==> src/rtl/decl_arbiter.sv <==
// Round-robin arbiter sharing one declaration checker between two character streams.
// Each grant covers a whole statement, which ends at ';' or at MAX_LEN characters.
module decl_arbiter #(
  parameter int unsigned MAX_LEN = 255
) (
  input  logic       clk,
  input  logic       reset,
  input  logic       req0_valid,
  input  logic [7:0] req0_data,
  output logic       req0_ready,
  input  logic       req1_valid,
  input  logic [7:0] req1_data,
  output logic       req1_ready,
  output logic       chk_en,
  output logic [7:0] chk_data,
  output logic       chk_clr,
  input  logic       chk_out,
  output logic       res0_valid,
  output logic       res1_valid,
  output logic       res_ok,
  output logic       owner,
  output logic       busy
);

  typedef enum logic [1:0] {
    IDLE   = 2'd0,
    STREAM = 2'd1,
    WAIT   = 2'd2,
    RESULT = 2'd3
  } state_t;

  localparam logic [8:0] max_len_c = 9'(MAX_LEN);

  state_t     state_r;
  logic       owner_r;
  logic       last_r;
  logic       verdict_r;
  logic [7:0] cnt_r;

  logic       own_valid_s;
  logic [7:0] own_data_s;
  logic       xfer_s;
  logic       semi_s;
  logic [8:0] cnt_inc_s;
  logic       cnt_hit_s;

  // Owner-side handshake decode and character-budget check.
  always_comb begin
    own_valid_s = owner_r ? req1_valid : req0_valid;
    own_data_s  = owner_r ? req1_data : req0_data;
    xfer_s      = (state_r == STREAM) && own_valid_s;
    semi_s      = (own_data_s == 8'h3B);
    cnt_inc_s   = {1'b0, cnt_r} + 9'd1;
    cnt_hit_s   = (cnt_inc_s >= max_len_c);
  end

  // Statement FSM: grant, stream, let the checker settle, report.
  always_ff @(posedge clk or negedge reset) begin
    if (!reset) begin
      state_r   <= IDLE;
      owner_r   <= 1'b0;
      last_r    <= 1'b1;
      verdict_r <= 1'b0;
      cnt_r     <= 8'd0;
    end else begin
      case (state_r)
        IDLE: begin
          if (req0_valid || req1_valid) begin
            // With both waiting, the requester not served last wins.
            owner_r <= (req0_valid && req1_valid) ? ~last_r : req1_valid;
            cnt_r   <= 8'd0;
            state_r <= STREAM;
          end
        end
        STREAM: begin
          if (xfer_s) begin
            cnt_r <= cnt_inc_s[7:0];
            if (semi_s) begin
              state_r <= WAIT;
            end else if (cnt_hit_s) begin
              verdict_r <= 1'b0;
              state_r   <= RESULT;
            end
          end
        end
        WAIT: begin
          verdict_r <= chk_out;
          state_r   <= RESULT;
        end
        RESULT: begin
          last_r  <= owner_r;
          state_r <= IDLE;
        end
        default: begin
          state_r <= IDLE;
        end
      endcase
    end
  end

  // Outputs decode straight from registered state; only the transfer follows live inputs.
  assign req0_ready = (state_r == STREAM) && !owner_r;
  assign req1_ready = (state_r == STREAM) && owner_r;
  assign chk_en     = xfer_s;
  assign chk_data   = xfer_s ? own_data_s : 8'h00;
  assign chk_clr    = (state_r == RESULT);
  assign res0_valid = (state_r == RESULT) && !owner_r;
  assign res1_valid = (state_r == RESULT) && owner_r;
  assign res_ok     = (state_r == RESULT) && verdict_r;
  assign owner      = owner_r;
  assign busy       = (state_r != IDLE);

endmodule

==> config.mk <==
export PLATFORM = sky130hd
export DESIGN_NAME = decl_arbiter
export DESIGN_NICKNAME = d
export VERILOG_FILES = /design/src/rtl/decl_arbiter.sv
export SDC_FILE = /design/constraint.sdc
export NUM_CORES = 1
export LEC_CHECK = 0
export CAP_MARGIN = 10
export CORE_MARGIN = 1
export CORE_UTILIZATION = 44
export CTS_CLUSTER_DIAMETER = 30
export DETAILED_ROUTE_END_ITERATION = 6
export GPL_TIMING_DRIVEN = 0
export PLACE_DENSITY = 0.79
export SLEW_MARGIN = 5
export SYNTH_ARGS = -nofsm -noshare
export SYNTH_HDL_FRONTEND = slang
export SYNTH_SLANG_ARGS = --single-unit
==> constraint.sdc <==
create_clock -name clk -period 2 [get_ports clk]
set_input_delay 0.4 -clock clk [delete_from_list [all_inputs] [get_ports clk]]
set_output_delay 0.4 -clock clk [all_outputs]
set_load 0.005 [all_outputs]
==> results of run 1 <==
## Yosys cell counts (all sizes together)
| cell type | count | area (µm²) |
|---|---|---|
| nand4bb | 1 | 11.3 |
| xnor2 | 1 | 8.76 |
| nand2 | 8 | 30.0 |
| nand2b | 3 | 18.8 |
| o2111a | 1 | 12.5 |
| a21oi | 3 | 15.0 |
| nor2b | 2 | 12.5 |
| o2111ai | 1 | 8.76 |
| and4 | 1 | 8.76 |
| a31oi | 2 | 12.5 |
| o22a | 1 | 8.76 |
| dfrtp | 12 | 300 |
| mux2i | 9 | 90.1 |
| nand3b | 1 | 7.51 |
| buf | 3 | 17.5 |
| nand3 | 6 | 35.0 |
| inv | 6 | 22.5 |
| dfstp | 1 | 26.3 |
| mux2 | 2 | 22.5 |
| nor3b | 1 | 7.51 |
| nor3 | 2 | 10.0 |
| o21a | 1 | 7.51 |
| and2 | 5 | 32.5 |
| nor2 | 13 | 48.8 |
| or3 | 1 | 6.26 |
| nand4b | 1 | 8.76 |
| clkbuf | 1 | 3.75 |
| and4b | 1 | 10.0 |
| or2b | 1 | 7.51 |
| ha | 6 | 75.1 |
| o31ai | 5 | 51.3 |
| a22oi | 1 | 12.5 |
| a2bb2oi | 1 | 8.76 |
| o21bai | 1 | 7.51 |
| o21ai | 11 | 55.1 |
| nor4bb | 1 | 10.0 |
| and3 | 1 | 6.26 |
## sequential cells by signal, indices dropped and copies added (netlist names)
| signal | count |
|---|---|
| cnt_r | 8 |
| state_r | 2 |
| last_r | 1 |
| owner | 1 |
| verdict_r | 1 |
## cell families after synthesis
group,after synthesis
simple gates,49
compound gates,28
flops,13
mux,11
buf+inv,10
fa+ha+maj,6
xor+xnor,1
## metrics by stage
stage | cells | total power [mW] | util | worst slack [ns]
final | 196 | 1.98 | 0.736 | -0.107
after global routing | 196 | 2.12 | 0.736 | -0.152
after CTS | 192 | 1.80 | 0.707 | -0.0379
after detailed placement | 183 | 1.46 | 0.653 | -0.666
after global placement | 183 | 1.43 | 0.653 | -0.634
after floorplan | 118 | 1.04 | - | 0.176
## worst reg2reg max path, delay by kind of cell, from the launching register on
family          cells  cell delay, ns
compound gates      1            0.24
buf+inv             4            0.54
simple gates        3            0.54
fa+ha+maj           1            0.18
flops               1            0.48
## power by group
group / internal [mW] / switching [mW]
Clock: 0.0778 / 0.0987
Combinational: 0.731 / 0.607
Sequential: 0.354 / 0.110
## routing by layer
layer,vias up,GRT usage
met4,0,0.0926
met5,-,0
met2,61,0.436
met1,517,0.285
met3,7,0.0667
li1,529,-
## what timing repair did
| item | in CTS | in global routing |
|---|---|---|
| endpoints found under the setup margin | 16 | 13 |
| gates resized for setup | 44 | 23 |
| setup buffers | 6 | 5 |
| hold endpoints to repair | 0 | 0 |
| pin swaps | 0 | 3 |
| hold buffers | 0 | 0 |
## cell type report
| cell class | instances | area share |
|---|---|---|
| sequential | 13 | 0.204 |
| tap | 28 | 0.0215 |
| buffer | 2 | 0.0161 |
| inverter | 6 | 0.0154 |
| multi-input combinational | 95 | 0.466 |
| clock buffer | 4 | 0.0161 |
| timing repair buffer | 48 | 0.261 |
## path summary, 6_finish.rpt
path                                  from          to  cells after the start
worst min-delay path                 reset  state_r[0]                      1
worst min register to register    cnt_r[7]    cnt_r[7]                      1
min in group clk                req0_valid       owner                      2
worst max-delay path            state_r[1]   verdict_r                      9
worst max register to register  state_r[1]   verdict_r                      9
max in group asynchronous            reset    cnt_r[0]                      1
==> results by group, run 1 <==
Drt
  • Initial detailed-routing violation count: 34
  • DRC: 0
  • WL met1: 1230 µm
  • Top Metal Used: met4
  • Average wire per standard cell: 15.3 µm
  • Routed Antenna Nets: 0
  • Met3 WL: 266 µm
  • Vias per cell: 5.68
  • Via Count: 1114
  • Metal2 WL: 1440 µm
  • TritonRoute pass-1 iters: 4
  • Detailed-route wire length: 3010 µm

STA
  • Final Max Tran Viols: 0
  • Final setup vio count: 1
  • Max Fclk: 475 MHz
  • Sum Neg Setup Slack: -0.107 ns
  • RSZ-0062 raised after global routing: true
  • Crit share post-route: 1.05
  • Worst Slack Setup Final: -0.107 ns
  • Max_slew headroom: 0.578
  • Final hold slack: 0.490 ns
  • Worst slew pin tran: 0.631 ns
  • Final Skew: 0.00921 ns
  • Period minus WS final: 2.11 ns
  • Fin. Hold Viols: 0

Synth
  • Syn Nets: 145
  • Adder-cell share of the synthesized area: 0.0723
  • Synth Area in Simple Gates: 0.261
  • Mux share of post-synthesis cell area: 0.108
  • Mapped Area: 1040 µm²
  • Register area share after synthesis: 0.314
  • Post-synthesis xor/xnor area fraction: 0.00843
  • Post-Syn Instances: 118
  • Yosys reg bits: 13
  • Syn_area_per_cell: 8.80 µm²
  • Largest family of logic cells by synthesized area: simple AND/OR/NAND/NOR gates
  • Unique masters post-synth: 43
  • Yosys warning count: 0
  • Post-synthesis compound-gate area fraction: 0.193

Place
  • Area of placed instances: 1440 µm²
  • IO buf count: 37
  • GP Congestion: 0.828
  • Post-DP HPWL: 2040 µm

Status
  • Status: finished, violations left
  • Violated checks: negative setup slack

Cells and area
  • Design Area, Final: 1630 µm²
  • Share of cells above drive strength 1: 0.274
  • Most frequent cells in the layout: 23 x clkdlybuf4s50_1, 10 x o21ai_0, 9 x nor2_1, 9 x buf_4
  • Number of diodes: 0
  • FF+latch area: 332 µm²
  • Most common cell after layout, fill and taps aside: clkdlybuf4s50_1
  • Area of the multi-input gates: 758 µm²
  • Final net count: 196
  • Filler instances: 161
  • Synthesis-to-finish area growth: 56.7%

Global routing
  • First-pass GRT wire length: 4720 µm
  • Grt ovf: 0
  • Vias in the first global route: 1062
  • Pin count of the biggest net entering global routing: 14
  • Initial antenna violation count: 0
  • Overall routing resource usage: 0.248

Die
  • Io pins: 38
  • Rows: 17
  • Initial Utilization: 0.469
  • Core region area: 2210 µm²
  • Die area: 2560 µm²
  • Die Y: 50.6 µm
  • Die width: 50.6 µm

CTS
  • Clk pin slew, worst setup/hold paths: 0.09 ns
  • CTS Buf Count: 3
  • CTS Root Cell: clkbuf_4
  • CTS sink cnt: 13
  • Worst skew pair latency: 0.29 ns
  • CTS tree: built
  • H-tree depth: 1
  • Max Root-Sink Buffers: 2

Setup path
  • Req. time, crit path: 2.17 ns
  • CP Class: reg -> reg
  • Cell at the slowest stage of the critical path: dfrtp_2
  • Cell Chain, Critical Path: inv_4 > ha_4 > nand2b_4 > buf_8 > buf_8 > buf_4 > nor3b_1 > o22a_1 > nand3_1
  • Slowest stage delay, CP: 0.48 ns
  • Worst setup EP type: flop
  • R2R Setup Slk: -0.11 ns
  • CP bufs+invs: 4
  • Crit path max fanout: 10
  • Startpoint types: flop
  • Top delay family on crit path: buffers and inverters
  • Critical path data arrival time: 2.28 ns
  • Cell repeated most along the worst path: buf_8

Flow run
  • Max cap viols: 0

Pwr
  • Peak VDD IR: 0.874 mV
  • Pwr/cell area: 1210 nW/µm²
  • P_leak: 0.712 nW

Hold path
  • Hold/Removal Path Class: in -> async
Note: power is estimated with default switching activity, not from simulation.
==> run 2, diff against run 1 <==
CTS_BUF_LIST = sky130_fd_sc_hd__clkbuf_16   (was not set)
SLEW_MARGIN = 10   (was 5)
==> run 2 against run 1 <==
Effect of this change: the flow now finishes without violations; first-iteration DRC count decreased by 53%; global-route usage increased by 0.62 points; critical path type is now reg -> out; worst hold slack improved by 0.016 ns.
==> results by group, run 2 (same netlist as run 1, synthesis figures left out) <==
Cells and area
  • Final net count: 196 (unchanged)
  • Top reg by flops: cnt_r
  • Share of cells above drive strength 1: 0.250 (-0.0238)
  • Number of diodes: 0 (unchanged)
  • Synthesis-to-finish area growth: 62.8%
  • Regs by FF count: cnt_r x8, state_r x2
  • Design Area, Final: 1690 µm² (+3.8%)
  • Max FFs per register: 8 (unchanged)
  • Most common cell after layout, fill and taps aside: clkdlybuf4s50_1
  • Most frequent cells in the layout: 23 x clkdlybuf4s50_1, 12 x nor2_1, 11 x buf_4, 10 x o21ai_0

STA
  • Final Max Tran Viols: 0 (unchanged)
  • Fin. Hold Viols: 0 (unchanged)
  • Worst slew pin tran: 0.635 ns (+0.00411 ns)
  • Final setup vio count: 0 (-1)
  • Max Fclk: 506 MHz (+6.6%)
  • Max_slew headroom: 0.575 (-0.00275)
  • Final Skew: 0.00207 ns (-0.00714 ns)
  • Crit share post-route: 0.989 (-0.0650)
  • Period minus WS final: 1.98 ns (-0.130 ns)

Status
  • Status: finished, final reports clean

Drt
  • Average wire per standard cell: 16.3 µm (+6.2%)
  • DRC: 0 (unchanged)
  • TritonRoute pass-1 iters: 4 (unchanged)
  • Detailed-route wire length: 3190 µm (+6.2%)
  • Initial detailed-routing violation count: 16 (-53%)
  • Routed Antenna Nets: 0 (unchanged)
  • Via Count: 1120 (+0.54%)
  • Vias per cell: 5.71 (+0.54%)

Die
  • Die area: 2560 µm² (unchanged)
  • Core region area: 2210 µm² (unchanged)
  • Rows: 17 (unchanged)
  • Die width: 50.6 µm (unchanged)
  • Initial Utilization: 0.469 (unchanged)
  • Io pins: 38 (unchanged)
  • Die Y: 50.6 µm (unchanged)

CTS
  • Clk pin slew, worst setup/hold paths: 0.05 ns (-0.04 ns)
  • Worst skew pair latency: 0.24 ns (-0.05 ns)
  • H-tree depth: 1 (unchanged)
  • CTS tree: built
  • CTS Hold Bufs: 0 (unchanged)
  • CTS sink cnt: 13 (unchanged)
  • Max Root-Sink Buffers: 2 (unchanged)
  • CTS Buf Count: 3 (unchanged)
  • CTS Root Cell: clkbuf_16

Pwr
  • Pwr/cell area: 1300 nW/µm² (+7.2%)
  • P_leak: 0.770 nW (+8.2%)
  • Peak VDD IR: 0.810 mV (-7.3%)
  • Pwr Total: 2.20 mW (+11%)

Setup path
  • Worst setup EP type: output pin
  • Startpoint types: flop
  • Req. time, crit path: 1.60 ns (-0.57 ns)
  • Critical path data arrival time: 1.58 ns (-0.70 ns)
  • Crit path max fanout: 5 (-5)
  • R2R Setup Slk: 0.07 ns (+0.18 ns)
  • CP Class: reg -> out

Place
  • IO buf count: 37 (unchanged)
  • GP Congestion: 0.828 (unchanged)
  • Area of placed instances: 1440 µm² (unchanged)
  • Post-DP HPWL: 2040 µm (unchanged)

Global routing
  • Initial antenna violation count: 0 (unchanged)
  • Overall routing resource usage: 0.255 (+0.00619)
  • Grt ovf: 0 (unchanged)
  • Pin count of the biggest net entering global routing: 14 (unchanged)
  • First-pass GRT wire length: 4800 µm (+1.8%)
  • Vias in the first global route: 1046 (-1.5%)

Hold path
  • Hold/Removal Path Class: reg -> reg

Flow run
  • Max cap viols: 0 (unchanged)
==> run 2: cell count changes in the layout (fill, tap and decap cells not counted), moves of 3 or more <==
cell,change
buf_2,-3
nor2_1,+3
clkbuf_16,+4
clkbuf_4,-3
==> run 2: per-stage QoR <==
| step | worst slack (ns) | hold slack (ns) | std cells | setup TNS (ns) | utilization |
|---|---|---|---|---|---|
| 6_report | 0.0226 | 0.507 | 196 | 0 | 0.764 |
| 3_5_place_dp | -0.666 | 0.494 | 183 | -5.74 | 0.653 |
| 4_1_cts | 0.00132 | 0.505 | 190 | 0 | 0.718 |
| 5_1_grt | -0.0199 | 0.533 | 196 | -0.0532 | 0.764 |
| 2_1_floorplan | 0.176 | 0.104 | 118 | 0 | - |
| 3_3_place_gp | -0.634 | 0.482 | 183 | -5.42 | 0.653 |
==> run 2: timing repair <==
action	4_1_cts	5_1_grt
gates resized for setup	28	24
endpoints found under the setup margin	15	15
pin swaps	0	0
gates cloned	0	1
endpoints found under the hold margin	0	0
setup buffers	4	6
==> run 2: layer usage <==
metal | share of wire | global-route usage | vias to the layer above
met2 | 0.49 | 0.436 | 52
met5 | 0 | 0 | -
li1 | - | - | 523
met4 | 0.023 | 0.130 | 0
met1 | 0.41 | 0.296 | 535
met3 | 0.076 | 0.0545 | 10
==> run 2: power breakdown <==
part	switching [mW]	internal, mW
logic	0.597	0.745
clock network	0.118	0.264
registers	0.120	0.357
total	0.836	1.37
==> run 2: worst max-delay path: stages (launching register included) <==
cell and delay [ns]:
dfrtp_2 0.40, mux2i_2 0.27, nand2b_4 0.21, clkbuf_16 0.15, nor2_1 0.04, dlygate4sd2_1 0.25
==> run 2: layout make-up <==
class | instances | area [µm²]
clock inverter | 1 | 3.75
timing repair buffer | 48 | 453
clock buffer | 3 | 75.1
sequential | 13 | 333
inverter | 6 | 25.0
tap | 28 | 35.0
fill | 147 | 522
buffer | 2 | 22.5
multi-input combinational | 95 | 743
==> run 2: final timing paths <==
path | depth (start not counted) | to | startpoint
min in group asynchronous | 1 | cnt_r[2] | reset
worst min register to register | 1 | cnt_r[7] | cnt_r[7]
worst max-delay path | 5 | chk_data[5] | owner
worst max register to register | 6 | state_r[1] | cnt_r[0]
worst min-delay path | 1 | cnt_r[7] | cnt_r[7]
max in group asynchronous | 1 | cnt_r[1] | reset
==> run 3, diff against run 2 <==
CORE_UTILIZATION = 47   (was 44)
PLACE_DENSITY = 0.84   (was 0.79)
SETUP_SLACK_MARGIN = 0.02   (was not set)
clock period = 2.4 ns   (was 2 ns; I/O delays follow)
==> run 3 against run 2 <==
Effect of this change: routed wire length is 11% lower; critical endpoint is now req0_ready; largest cell class unchanged; global-route usage rose by 1.5 points; largest power group unchanged; final cell count down 5.1%; non-clock buffer count down 9; via count decreased by 4.6%; critical path type unchanged; worst hold slack improved by 0.0035 ns; first-iteration DRC count up 81%; clock-buffer cell count stayed put.
==> results by group, run 3 (same netlist as run 1, synthesis figures left out) <==
Setup path
  • Critical path data arrival time: 1.78 ns (+0.20 ns)
  • Req. time, crit path: 1.92 ns (+0.32 ns)
  • Worst setup EP type: output pin
  • Worst R2R Start: cnt_r[0]
  • Critical Path Stages: 4 (-1)
  • Worst r2r path cells: 6 (unchanged)
  • Startpoint types: flop
  • CP bufs+invs: 2 (unchanged)
  • Slowest stage delay, CP: 0.51 ns (+0.11 ns)
  • R2R Setup Slk: 0.36 ns (+0.29 ns)
  • Cell at the slowest stage of the critical path: clkdlybuf4s50_1
  • Crit path max fanout: 8 (+3)
  • Crit path to: req0_ready
  • Reg2Reg Capture Point: state_r[1]
  • Worst Setup SP: state_r[1]
  • Cell Chain, Critical Path: inv_1 > ha_2 > nor2b_1 > clkdlybuf4s50_1
  • CP Class: reg -> out
  • Top delay family on crit path: buffers and inverters

Global routing
  • First-pass GRT wire length: 5000 µm (+4.0%)
  • Grt ovf: 0 (unchanged)
  • Vias in the first global route: 1128 (+7.8%)
  • Pin count of the biggest net entering global routing: 14 (unchanged)
  • Overall routing resource usage: 0.270 (+0.0152)
  • Initial antenna violation count: 0 (unchanged)

Drt
  • TritonRoute pass-1 iters: 4 (unchanged)
  • Vias per cell: 5.75 (+0.58%)
  • Via Count: 1069 (-4.6%)
  • DRC: 0 (unchanged)
  • Routed Antenna Nets: 0 (unchanged)
  • Initial detailed-routing violation count: 29 (+13)
  • Detailed-route wire length: 2840 µm (-11%)
  • Average wire per standard cell: 15.3 µm (-6.1%)

Cells and area
  • Most common cell after layout, fill and taps aside: clkdlybuf4s50_1
  • Most frequent cells in the layout: 27 x clkdlybuf4s50_1, 13 x nor2_1, 12 x dfrtp_1, 10 x o21ai_0
  • Layout Utilization: 0.758 (-0.00610)
  • Max FFs per register: 8 (unchanged)
  • Top reg by flops: cnt_r
  • Number of diodes: 0 (unchanged)
  • Filler instances: 137 (-6.8%)
  • Design Area, Final: 1530 µm² (-9.3%)
  • Non-filler cells, final: 186 (-5.1%)
  • Share of cells above drive strength 1: 0.101 (-0.149)
  • Regs by FF count: cnt_r x8, state_r x2
  • Synthesis-to-finish area growth: 47.6%
  • Final net count: 187 (-4.6%)

Place
  • GP Congestion: 0.802 (-3.1%)
  • IO buf count: 37 (unchanged)
  • Post-DP HPWL: 1990 µm (-2.9%)
  • Area of placed instances: 1440 µm² (about the same)
  • Placed insts: 182 (-0.55%)

CTS
  • Clk pin slew, worst setup/hold paths: 0.05 ns (about the same)
  • CTS Buf Count: 3 (unchanged)
  • CTS Hold Bufs: 0 (unchanged)
  • H-tree depth: 1 (unchanged)
  • Worst skew pair latency: 0.24 ns (about the same)
  • Max Root-Sink Buffers: 2 (unchanged)
  • CTS tree: built
  • CTS Root Cell: clkbuf_16
  • CTS sink cnt: 13 (unchanged)

Hold path
  • Hold/Removal Path Class: reg -> reg
  • Hold path start: cnt_r[7]

Status
  • Status: finished, final reports clean

STA
  • Worst slew pin tran: 0.592 ns (-0.0435 ns)
  • Max Fclk: 442 MHz
  • Fin. Hold Viols: 0 (unchanged)
  • Final setup vio count: 0 (unchanged)
  • Max_slew headroom: 0.604 (+0.0291)
  • Period minus WS final: 2.26 ns
  • Final Max Tran Viols: 0 (unchanged)
  • Crit share post-route: 0.943
  • RSZ-0062 raised after global routing: false
  • Final Skew: 0.00172 ns (-0.000356 ns)

Die
  • Core region area: 2020 µm² (-8.6%)
  • Die width: 49.0 µm (-3.1%)
  • Die area: 2400 µm² (-6.1%)
  • Io pins: 38 (unchanged)
  • Die Y: 49.0 µm (-3.1%)
  • Initial Utilization: 0.514 (+0.0442)
  • Rows: 16 (-1)

Pwr
  • Pwr/cell area: 1020 nW/µm² (-22%)
  • Peak VDD IR: 0.782 mV (-3.4%)
  • P_leak: 0.704 nW (-8.6%)
  • Pwr Total: 1.57 mW (-29%)

Flow run
  • Max cap viols: 0 (unchanged)
==> run 3: area by class of cell <==
cell class,instances,area [µm²],share of cell area
Multi-Input combinational cell,95,678,0.442
Tap cell,27,33.8,0.0220
Sequential cell,13,327,0.213
Clock inverter,1,3.75,0.00245
Inverter,6,22.5,0.0147
Buffer,3,23.8,0.0155
Clock buffer,3,75.1,0.0490
Timing Repair Buffer,38,369,0.241
==> run 3: report_power, final <==
| part | switching [mW] | internal (mW) | total [mW] |
|---|---|---|---|
| clock | 0.0940 | 0.220 | 0.314 |
| sequential | 0.0677 | 0.289 | 0.357 |
| combinational | 0.429 | 0.467 | 0.896 |
| total | 0.591 | 0.976 | 1.57 |
==> run 3: routing by layer <==
metal	wire, µm	up-vias	track usage
met5	0	-	0
met2	1370	51	0.477
met3	214	6	0.0810
met4	32	0	0.0833
li1	-	509	-
met1	1230	503	0.309
==> run 3: through the flow <==
stage          setup slack (ns)  hold WS, ns  setup TNS (ns)
2_1_floorplan             0.576        0.184               0
3_3_place_gp             -0.399        0.484           -2.95
3_5_place_dp             -0.418        0.491           -3.14
4_1_cts                  0.0284        0.502               0
5_1_grt                  0.0424        0.520               0
6_report                  0.138        0.510               0
==> run 3: worst reg2reg max path: cells and delay by family (launching register included) <==
family | cells | cell delay (ns)
AOI/OAI and AO/OA | 3 | 0.72
DFF | 1 | 0.44
muxes | 1 | 0.34
adders and majority gates | 1 | 0.28
and+or+nand+nor | 1 | 0.13
==> run 3: worst min-delay path by stage <==
stage | end | slack (ns) | cells past startpoint
finish | cnt_r[7] | 0.51 | 1
global route | cnt_r[7] | 0.52 | 1
CTS | cnt_r[7] | 0.50 | 1
detailed placement | cnt_r[7] | 0.49 | 1
global placement | cnt_r[7] | 0.48 | 1
floorplan | cnt_r[0] | 0.18 | 0
==> run 3: timing repair <==
action,4_1_cts,5_1_grt
endpoints found under the setup margin,9,6
gates cloned,0,0
buffers inserted,1,0
resized for setup,13,3
